==> config.mk <==
export PLATFORM = sky130hd
export DESIGN_NAME = uart_reg_ctrl
export DESIGN_NICKNAME = d
export VERILOG_FILES = /design/src/rtl/uart_reg_ctrl.sv
export SDC_FILE = /design/constraint.sdc
export NUM_CORES = 1
export LEC_CHECK = 0
export BUFFER_PORTS_ARGS = -buffer_cell sky130_fd_sc_hd__buf_2
export CAP_MARGIN = 20
export CORE_ASPECT_RATIO = 0.6
export CORE_UTILIZATION = 56
export DETAILED_ROUTE_END_ITERATION = 16
export PLACE_DENSITY = 0.87
export SYNTH_ARGS = -nofsm -noshare
export SYNTH_HDL_FRONTEND = slang
export SYNTH_SLANG_ARGS = --single-unit
==> constraint.sdc <==
create_clock -name clk -period 5.75 [get_ports clk]
set_clock_uncertainty 0.05 [all_clocks]
set_input_delay 0 -clock clk [delete_from_list [all_inputs] [get_ports clk]]
set_output_delay 0 -clock clk [all_outputs]
set_load 0.005 [all_outputs]
==> src/rtl/uart_reg_ctrl.sv <==
// uart_reg_ctrl: byte-framed command sequencer between an osdvu-style uart
// core and a bank of 8-bit configuration registers. Frames are 'W' addr data
// (answered 'K'), 'R' addr (answered with the register value); anything else
// is answered '?'. Exactly one response byte is scheduled per frame.
module uart_reg_ctrl #(
    parameter int unsigned NREGS       = 8,
    parameter int unsigned ADDR_W      = 3,
    parameter int unsigned TIMEOUT_CYC = 1200000,
    parameter int unsigned TXSTART_CYC = 16
) (
    input  logic                 clk,
    input  logic                 rst_n,
    input  logic                 received,
    input  logic [7:0]           rx_byte,
    input  logic                 recv_error,
    input  logic                 is_transmitting,
    output logic                 transmit,
    output logic [7:0]           tx_byte,
    output logic [8*NREGS-1:0]   regs_flat,
    output logic                 wr_strobe,
    output logic [ADDR_W-1:0]    wr_addr,
    output logic                 busy
);

    localparam logic [7:0] OP_WRITE = 8'h57;
    localparam logic [7:0] OP_READ  = 8'h52;
    localparam logic [7:0] RSP_OK   = 8'h4B;
    localparam logic [7:0] RSP_BAD  = 8'h3F;

    localparam int unsigned CNT_MAX = (TIMEOUT_CYC > TXSTART_CYC) ? TIMEOUT_CYC : TXSTART_CYC;
    localparam int unsigned CNT_W   = $clog2(CNT_MAX + 1);
    localparam int unsigned IDX_W   = $clog2(8 * NREGS);

    typedef enum logic [2:0] {
        IDLE,
        GET_ADDR,
        GET_DATA,
        EXEC,
        TX_REQ,
        TX_START,
        TX_END
    } state_t;

    state_t               state;
    state_t               state_next;
    logic                 op_write;
    logic                 addr_ok;
    logic [ADDR_W-1:0]    addr_q;
    logic [7:0]           data_q;
    logic [ADDR_W-1:0]    wr_addr_q;
    logic [8*NREGS-1:0]   regs_q;
    logic [CNT_W-1:0]     cnt;
    logic [IDX_W-1:0]     reg_idx;
    logic                 rx_ok;
    logic                 is_op_w;
    logic                 is_op_r;
    logic                 timeout_hit;
    logic                 txstart_hit;
    logic                 wr_en;

    // Decode of the incoming byte and the shared wait counter limits
    always_comb begin
        rx_ok       = received && !recv_error;
        is_op_w     = (rx_byte == OP_WRITE);
        is_op_r     = (rx_byte == OP_READ);
        timeout_hit = (cnt == CNT_W'(TIMEOUT_CYC - 1));
        txstart_hit = (cnt == CNT_W'(TXSTART_CYC - 1));
        reg_idx     = IDX_W'({addr_q, 3'b000});
        wr_en       = (state == EXEC) && op_write && addr_ok;
    end

    // State register
    always_ff @(posedge clk or negedge rst_n) begin
        if (!rst_n) begin
            state <= IDLE;
        end else begin
            state <= state_next;
        end
    end

    // Next-state logic; a framing error always wins over a same-cycle byte
    always_comb begin
        state_next = state;
        unique case (state)
            IDLE: begin
                if (rx_ok) begin
                    state_next = (is_op_w || is_op_r) ? GET_ADDR : TX_REQ;
                end
            end
            GET_ADDR: begin
                if (recv_error) begin
                    state_next = IDLE;
                end else if (received) begin
                    state_next = op_write ? GET_DATA : EXEC;
                end else if (timeout_hit) begin
                    state_next = IDLE;
                end
            end
            GET_DATA: begin
                if (recv_error) begin
                    state_next = IDLE;
                end else if (received) begin
                    state_next = EXEC;
                end else if (timeout_hit) begin
                    state_next = IDLE;
                end
            end
            EXEC: begin
                state_next = TX_REQ;
            end
            TX_REQ: begin
                if (!is_transmitting) begin
                    state_next = TX_START;
                end
            end
            TX_START: begin
                if (is_transmitting) begin
                    state_next = TX_END;
                end else if (txstart_hit) begin
                    state_next = IDLE;
                end
            end
            TX_END: begin
                if (!is_transmitting) begin
                    state_next = IDLE;
                end
            end
            default: begin
                state_next = IDLE;
            end
        endcase
    end

    // Outputs decoded from state; wr_addr shows the live address during EXEC
    always_comb begin
        busy      = (state != IDLE);
        transmit  = (state == TX_REQ) && !is_transmitting;
        wr_strobe = wr_en;
        wr_addr   = wr_en ? addr_q : wr_addr_q;
        regs_flat = regs_q;
    end

    // Wait counter: byte gap inside a frame, then transmit-start window
    always_ff @(posedge clk or negedge rst_n) begin
        if (!rst_n) begin
            cnt <= '0;
        end else begin
            unique case (state)
                GET_ADDR, GET_DATA: cnt <= (received || recv_error) ? '0 : cnt + CNT_W'(1);
                TX_START:           cnt <= cnt + CNT_W'(1);
                default:            cnt <= '0;
            endcase
        end
    end

    // Frame capture, register bank update and response byte selection
    always_ff @(posedge clk or negedge rst_n) begin
        if (!rst_n) begin
            op_write  <= 1'b0;
            addr_ok   <= 1'b0;
            addr_q    <= '0;
            data_q    <= '0;
            wr_addr_q <= '0;
            regs_q    <= '0;
            tx_byte   <= '0;
        end else begin
            unique case (state)
                IDLE: begin
                    if (rx_ok) begin
                        op_write <= is_op_w;
                        if (!(is_op_w || is_op_r)) begin
                            tx_byte <= RSP_BAD;
                        end
                    end
                end
                GET_ADDR: begin
                    if (rx_ok) begin
                        addr_q  <= rx_byte[ADDR_W-1:0];
                        addr_ok <= (32'(rx_byte) < NREGS);
                    end
                end
                GET_DATA: begin
                    if (rx_ok) begin
                        data_q <= rx_byte;
                    end
                end
                EXEC: begin
                    if (!addr_ok) begin
                        tx_byte <= RSP_BAD;
                    end else if (op_write) begin
                        regs_q[reg_idx +: 8] <= data_q;
                        wr_addr_q            <= addr_q;
                        tx_byte              <= RSP_OK;
                    end else begin
                        tx_byte <= regs_q[reg_idx +: 8];
                    end
                end
                default: begin
                end
            endcase
        end
    end

endmodule
==> flow_summary.yaml, run 1 <==
clock_tree:
  tritoncts: "built"
  path_clk_slew_ns: 0.08
  clk_path_buf_depth: 2
  cts-buffers-inserted: 9
  cts_num_sinks: 112
  cts_setup_buffers: 0
  h-tree-depth: 3
  root_buffer: "clkbuf_16"
  clock_latency_ns: 0.36
  cts_resized: 0
finish:
  nets: 605
  area_growth_syn_to_layout_pct: 18.6
  drive_gt1_share_pct: 28.1
  diodes: 0
  design_area_um2: 6270
  finalNonFillerCells: 721
  fin_util_pct: 68.5
detailed_routing:
  dr.first_iter.drc_count: 453
  route.detailed.drc: 0
  avgViaCountPerCell: 6.20
  wl_per_cell_um: 20.5
  firstDrtPassIters: 7
  ant_nets: 0
  num_vias: 4468
  drt_wl_total_um: 14800
grt:
  grt_max_degree: 72
  grt_first_pass_wirelength_um: 23200
  grt_pass1_vias: 4352
  grt_remaining_overflow: 0
  antenna_found_initial: 1
  grt_usage_pct: 32.0
power_and_ir_drop:
  total_power_mw: 2.19
  ir_worst_vdd_uv: 203
  power.density_nw_per_um2: 348
  power.leakage_nw: 2.95
placed_design:
  place_area_um2: 5840
  place.gp.congestion: 0.913
  dp.cells: 693
  dp_hpwl_um: 9990
  io_buffers: 90
  place_ws_ns: 2.56
timing:
  rsz0062_at_grt: "false"
  worst_slack_ns: 2.48
  fin_tns_setup_ns: 0
  fin_crit_sh_pct: 56.9
  hold_viol_final: 0
  maxSlewViolCount: 0
  whs_ns: 0.0234
  slew_headroom_pct: 23.2
  period_minus_slack_ns: 3.27
  setup_viol: 0
  max_freq_ghz: 0.306
  tightest_slew_ns: 1.14
die:
  core_area_um2: 9160
  placementRows: 27
  chipHeight_um: 77.3
  die_area_um2: 9850
  pin_count: 91
  initial_core_util_pct: 57.8
  die_w_um: 127
worst_setup_path:
  endpoint_kind: "flop"
  cp_max_fo: 24
  startpoint_type: "flop"
  worstPathCellList: "inv_1 > ha_1 > ha_1 > nor2b_1 > nand3_1 > mux2_2"
  path_class: "reg2reg"
  required_ns: 5.94
  slowest_stage: "dfrtp_1"
  cpPeakStageDelay_ns: 0.98
  crit_arrival_ns: 3.45
  crit_top_cell: "ha_1"
logic_synthesis:
  synth_seq_cells: 112
  synth_common_cells: "dfrtp_1 (112), nand2_1 (89), o21ai_0 (55)"
  yosysTopAreaCell: "dfrtp_1"
  synth_cell_types: 45
  ys_async_sr_fraction_pct: 100
  synth_ff_type: "dfrtp_1"
  yosysSeqAreaShare_pct: 53.0
  synth_top_area_share_pct: 53.0
  syn_nets: 509
  synth_most_common_cell: "dfrtp_1"
  synth_area_leaders: "dfrtp_1 (53%), mux2_2 (7.4%), mux4_2 (6.8%)"
  syn_inst: 490
  synth_edf_count: 0
  yosys_warnings: 0
  netlist_area_um2: 5290
  syn_avg_cell_area_um2: 10.8
run_status:
  status: "finished, final reports clean"
hold_path:
  hold_class: "in2reg"
run:
  drv_cap: 0
-- where the power goes --
part           switching [mW]  internal, mW  total [mW]
sequential              0.143         0.849       0.993
clock                   0.290         0.364       0.654
combinational           0.321         0.218       0.539
total                   0.755          1.43        2.19
-- repair_timing --
item / CTS / global route
hold buffers: 12 / 0
setup endpoints to repair: 0 / 0
hold endpoints to repair: 55 / 0
-- kinds of logic after synthesis --
| kind of cell | Yosys count | share of synthesized area [%] |
|---|---|---|
| and+or+nand+nor | 188 | 16.5 |
| adders and majority gates | 6 | 1.42 |
| muxes | 54 | 14.8 |
| AOI/OAI and AO/OA | 82 | 8.84 |
| buffers and inverters | 30 | 2.48 |
| xor gates and xnor gates | 18 | 2.98 |
| DFF | 112 | 53.0 |
-- path summary, 6_finish.rpt --
check	slack, ns	from	endpoint	cells past startpoint
setup reg to reg	2.48	addr_q[1]$_DFFE_PN0P_	regs_flat[29]$_DFFE_PN0P_	6
hold reg to reg	0.45	cnt[0]$_DFF_PN0_	cnt[0]$_DFF_PN0_	1
max in group asynchronous	4.23	rst_n	regs_flat[55]$_DFFE_PN0P_	3
min in group asynchronous	0.12	rst_n	regs_flat[32]$_DFFE_PN0P_	2
setup / recovery	2.48	addr_q[1]$_DFFE_PN0P_	regs_flat[29]$_DFFE_PN0P_	6
hold / removal	0.02	recv_error	state[0]$_DFFE_PN0P_	4
-- critical path, delay by kind of cell, from the launching register on --
| family | cells | cell delay (ns) |
|---|---|---|
| adders and majority gates | 2 | 0.57 |
| buffers and inverters | 1 | 0.20 |
| DFF | 1 | 0.98 |
| muxes | 1 | 0.49 |
| and+or+nand+nor | 2 | 0.86 |
-- cell type report --
class / count / area, um^2
fillers: 627 / 2880
flip-flops and latches: 112 / 2800
multi-input cells: 348 / 2360
repair buffers: 106 / 603
clock buffers: 11 / 253
well taps: 130 / 163
clock inverters: 5 / 62.6
inverters: 9 / 33.8
-- per-layer routing --
layer / share of wire (%) / GRT usage, % / wire length [um]
met1: 41 / 44.6 / 6050
met2: 45 / 46.1 / 6710
met5: 0 / 0 / 0
met3: 12 / 11.7 / 1730
met4: 2.0 / 11.5 / 299
-- state kept, by name, indices dropped and copies added (netlist names) --
register	cells
regs_flat	64
wr_addr_q	3
data_q	8
addr_ok	1
tx_byte	8
cnt	21
op_write	1
state	3
addr_q	3
-- cells in the final DEF, fill, tap and decap left out, drive strengths merged, types with 2 or more instances in the layout --
master,n
dlygate4sd3,12
ha,6
nor2b,4
or3,3
nand3,19
nand4,7
mux2i,3
nand2,90
dfrtp,112
a2bb2oi,6
a22oi,3
mux2,35
nor2,36
xnor2,5
clkinv,2
a31oi,2
nor4,4
o31ai,2
buf,94
and3,2
nor3,7
o21ai,56
nor3b,4
nand2b,5
xor2,13
a21oi,7
inv,9
clkinvlp,2
clkbuf,11
o311ai,2
mux4,16
No activity file was read; power rests on OpenSTA's default activity.
==> run 2: changes to the inputs <==
==> constraint.sdc (replaced) <==
create_clock -name clk -period 3.2 [get_ports clk]
set_clock_uncertainty 0.05 [all_clocks]
set_input_delay 0 -clock clk [delete_from_list [all_inputs] [get_ports clk]]
set_output_delay 0 -clock clk [all_outputs]
set_load 0.005 [all_outputs]
==> flow_summary.yaml, run 2 (synthesis gave the netlist of run 1 again) <==
finish:
  layout.area.seq_um2: 2800
  multi_input_area_um2: 2360
  nets: 610
  design_area_um2: 6310
  diodes: 0
  largest_reg_flops: 64
  area_growth_syn_to_layout_pct: 19.3
  final_cell_mix: "dfrtp_1 (112), nand2_1 (89), buf_2 (89)"
  n_fill_cell: 630
  layout_commonest_cell: "dfrtp_1"
  drive_gt1_share_pct: 28.5
hold_path:
  worstHoldStart: "is_transmitting"
  min_to: "state[2]$_DFFE_PN0P_"
  hold_class: "in2reg"
  min_path_cells: 5
die:
  initial_core_util_pct: 57.8
  chipHeight_um: 77.3
  placementRows: 27
  die_w_um: 127
  die_area_um2: 9850
  pin_count: 91
  core_area_um2: 9160
clock_tree:
  cts-buffers-inserted: 9
  path_clk_slew_ns: 0.08
  cts_setup_buffers: 0
  root_buffer: "clkbuf_16"
  tritoncts: "built"
  clk_path_buf_depth: 2
  cts_num_sinks: 112
  cts_resized: 0
  h-tree-depth: 3
  cts_hold_buf: 13
  clock_latency_ns: 0.36
timing:
  setup_viol: 0
  slew_headroom_pct: 51.2
  period_minus_slack_ns: 2.74
  fin_crit_sh_pct: 85.7
  max_freq_ghz: 0.365
  whs_ns: 0.0969
  maxSlewViolCount: 0
  hold_viol_final: 0
  tightest_slew_ns: 0.730
  fin_tns_setup_ns: 0
  rsz0062_at_grt: "false"
detailed_routing:
  ant_nets: 0
  drt_wl_total_um: 15500
  dr.first_iter.drc_count: 581
  route.detailed.drc: 0
  avgViaCountPerCell: 6.38
  num_vias: 4634
  wl_per_cell_um: 21.4
  firstDrtPassIters: 5
grt:
  antenna_found_initial: 0
  grt_remaining_overflow: 0
  grt_pass1_vias: 4511
  grt_first_pass_wirelength_um: 24500
  grt_max_degree: 55
  grt_usage_pct: 33.7
placed_design:
  place_area_um2: 5870
  dp_hpwl_um: 10400
  place.gp.congestion: 0.951
  io_buffers: 90
worst_setup_path:
  endpoint_kind: "flop"
  slowest_stage: "nand3_1"
  r2r_cells: 5
  crit_arrival_ns: 2.94
  cpPeakStageDelay_ns: 0.53
  r2r_start: "addr_q[2]$_DFFE_PN0P_"
  startpoint_type: "flop"
  cp_max_fo: 15
  r2r-end: "regs_flat[29]$_DFFE_PN0P_"
  path_class: "reg2reg"
  worstPathCellList: "clkinv_1 > ha_1 > nor2b_1 > nand3_1 > mux2_2"
  reg2reg_slack_ns: 0.46
  required_ns: 3.40
run:
  drv_cap: 0
power_and_ir_drop:
  total_power_mw: 3.98
  power.leakage_nw: 2.99
  power.density_nw_per_um2: 630
  ir_worst_vdd_uv: 561
run_status:
  status: "finished, final reports clean"
==> run 2: cell count changes in the layout (fill, tap and decap cells not counted) <==
cell / delta
clkinv_2: +2
clkinvlp_4: -2
buf_4: +4
dlygate4sd3_1: +1
clkinv_8: +1
clkbuf_8: -1
inv_8: +1
clkinv_4: -1
==> run 2: final cells by class <==
class                           instances  area share [%]
Timing Repair Buffer                  111            10.2
Sequential cell                       112            44.4
Tap cell                              130            2.58
Inverter                                9           0.535
Multi-Input combinational cell        348            37.3
Clock inverter                          6            1.21
Clock buffer                           10            3.78
==> run 2: worst max path at each step <==
stage | start | endpoint
2_1_floorplan | addr_q[1]$_DFFE_PN0P_ | regs_flat[0]$_DFFE_PN0P_
4_1_cts | addr_q[2]$_DFFE_PN0P_ | regs_flat[29]$_DFFE_PN0P_
6_report | addr_q[2]$_DFFE_PN0P_ | regs_flat[29]$_DFFE_PN0P_
3_5_place_dp | addr_q[2]$_DFFE_PN0P_ | regs_flat[29]$_DFFE_PN0P_
3_3_place_gp | addr_q[2]$_DFFE_PN0P_ | regs_flat[29]$_DFFE_PN0P_
5_1_grt | addr_q[2]$_DFFE_PN0P_ | regs_flat[21]$_DFFE_PN0P_
==> run 2: worst max-delay path, delay by kind of cell, from the launching register on <==
family	cells	cell delay (ns)
multiplexers	1	0.46
buffers and inverters	1	0.35
flip-flops	1	0.48
AND/OR/NAND/NOR	2	0.84
adder cells (fa/ha/maj)	1	0.45
==> run 2: stage by stage <==
step | utilization, % | instances | setup WS, ns
2_1_floorplan | - | 490 | 0.954
3_3_place_gp | 64.1 | 697 | 0.869
3_5_place_dp | 64.1 | 697 | 0.642
4_1_cts | 69.0 | 726 | 0.589
5_1_grt | 69.0 | 726 | 0.297
6_report | 69.0 | 726 | 0.458
==> run 2: power breakdown <==
group	switching [mW]	total [mW]	leakage (nW)	internal (mW)
registers	0.201	1.73	1.51	1.53
logic	0.654	1.07	1.31	0.413
clock network	0.540	1.18	0.158	0.641
total	1.40	3.98	2.99	2.58
==> run 2: per-layer routing <==
| metal | wire length (um) | share of wire [%] | global-route usage, % | vias up |
|---|---|---|---|---|
| li1 | - | - | - | 1935 |
| met4 | 449 | 2.9 | 14.3 | 0 |
| met5 | 0 | 0 | 0 | - |
| met3 | 2060 | 13 | 11.9 | 67 |
| met1 | 5930 | 38 | 45.4 | 2268 |
| met2 | 7070 | 46 | 49.7 | 364 |
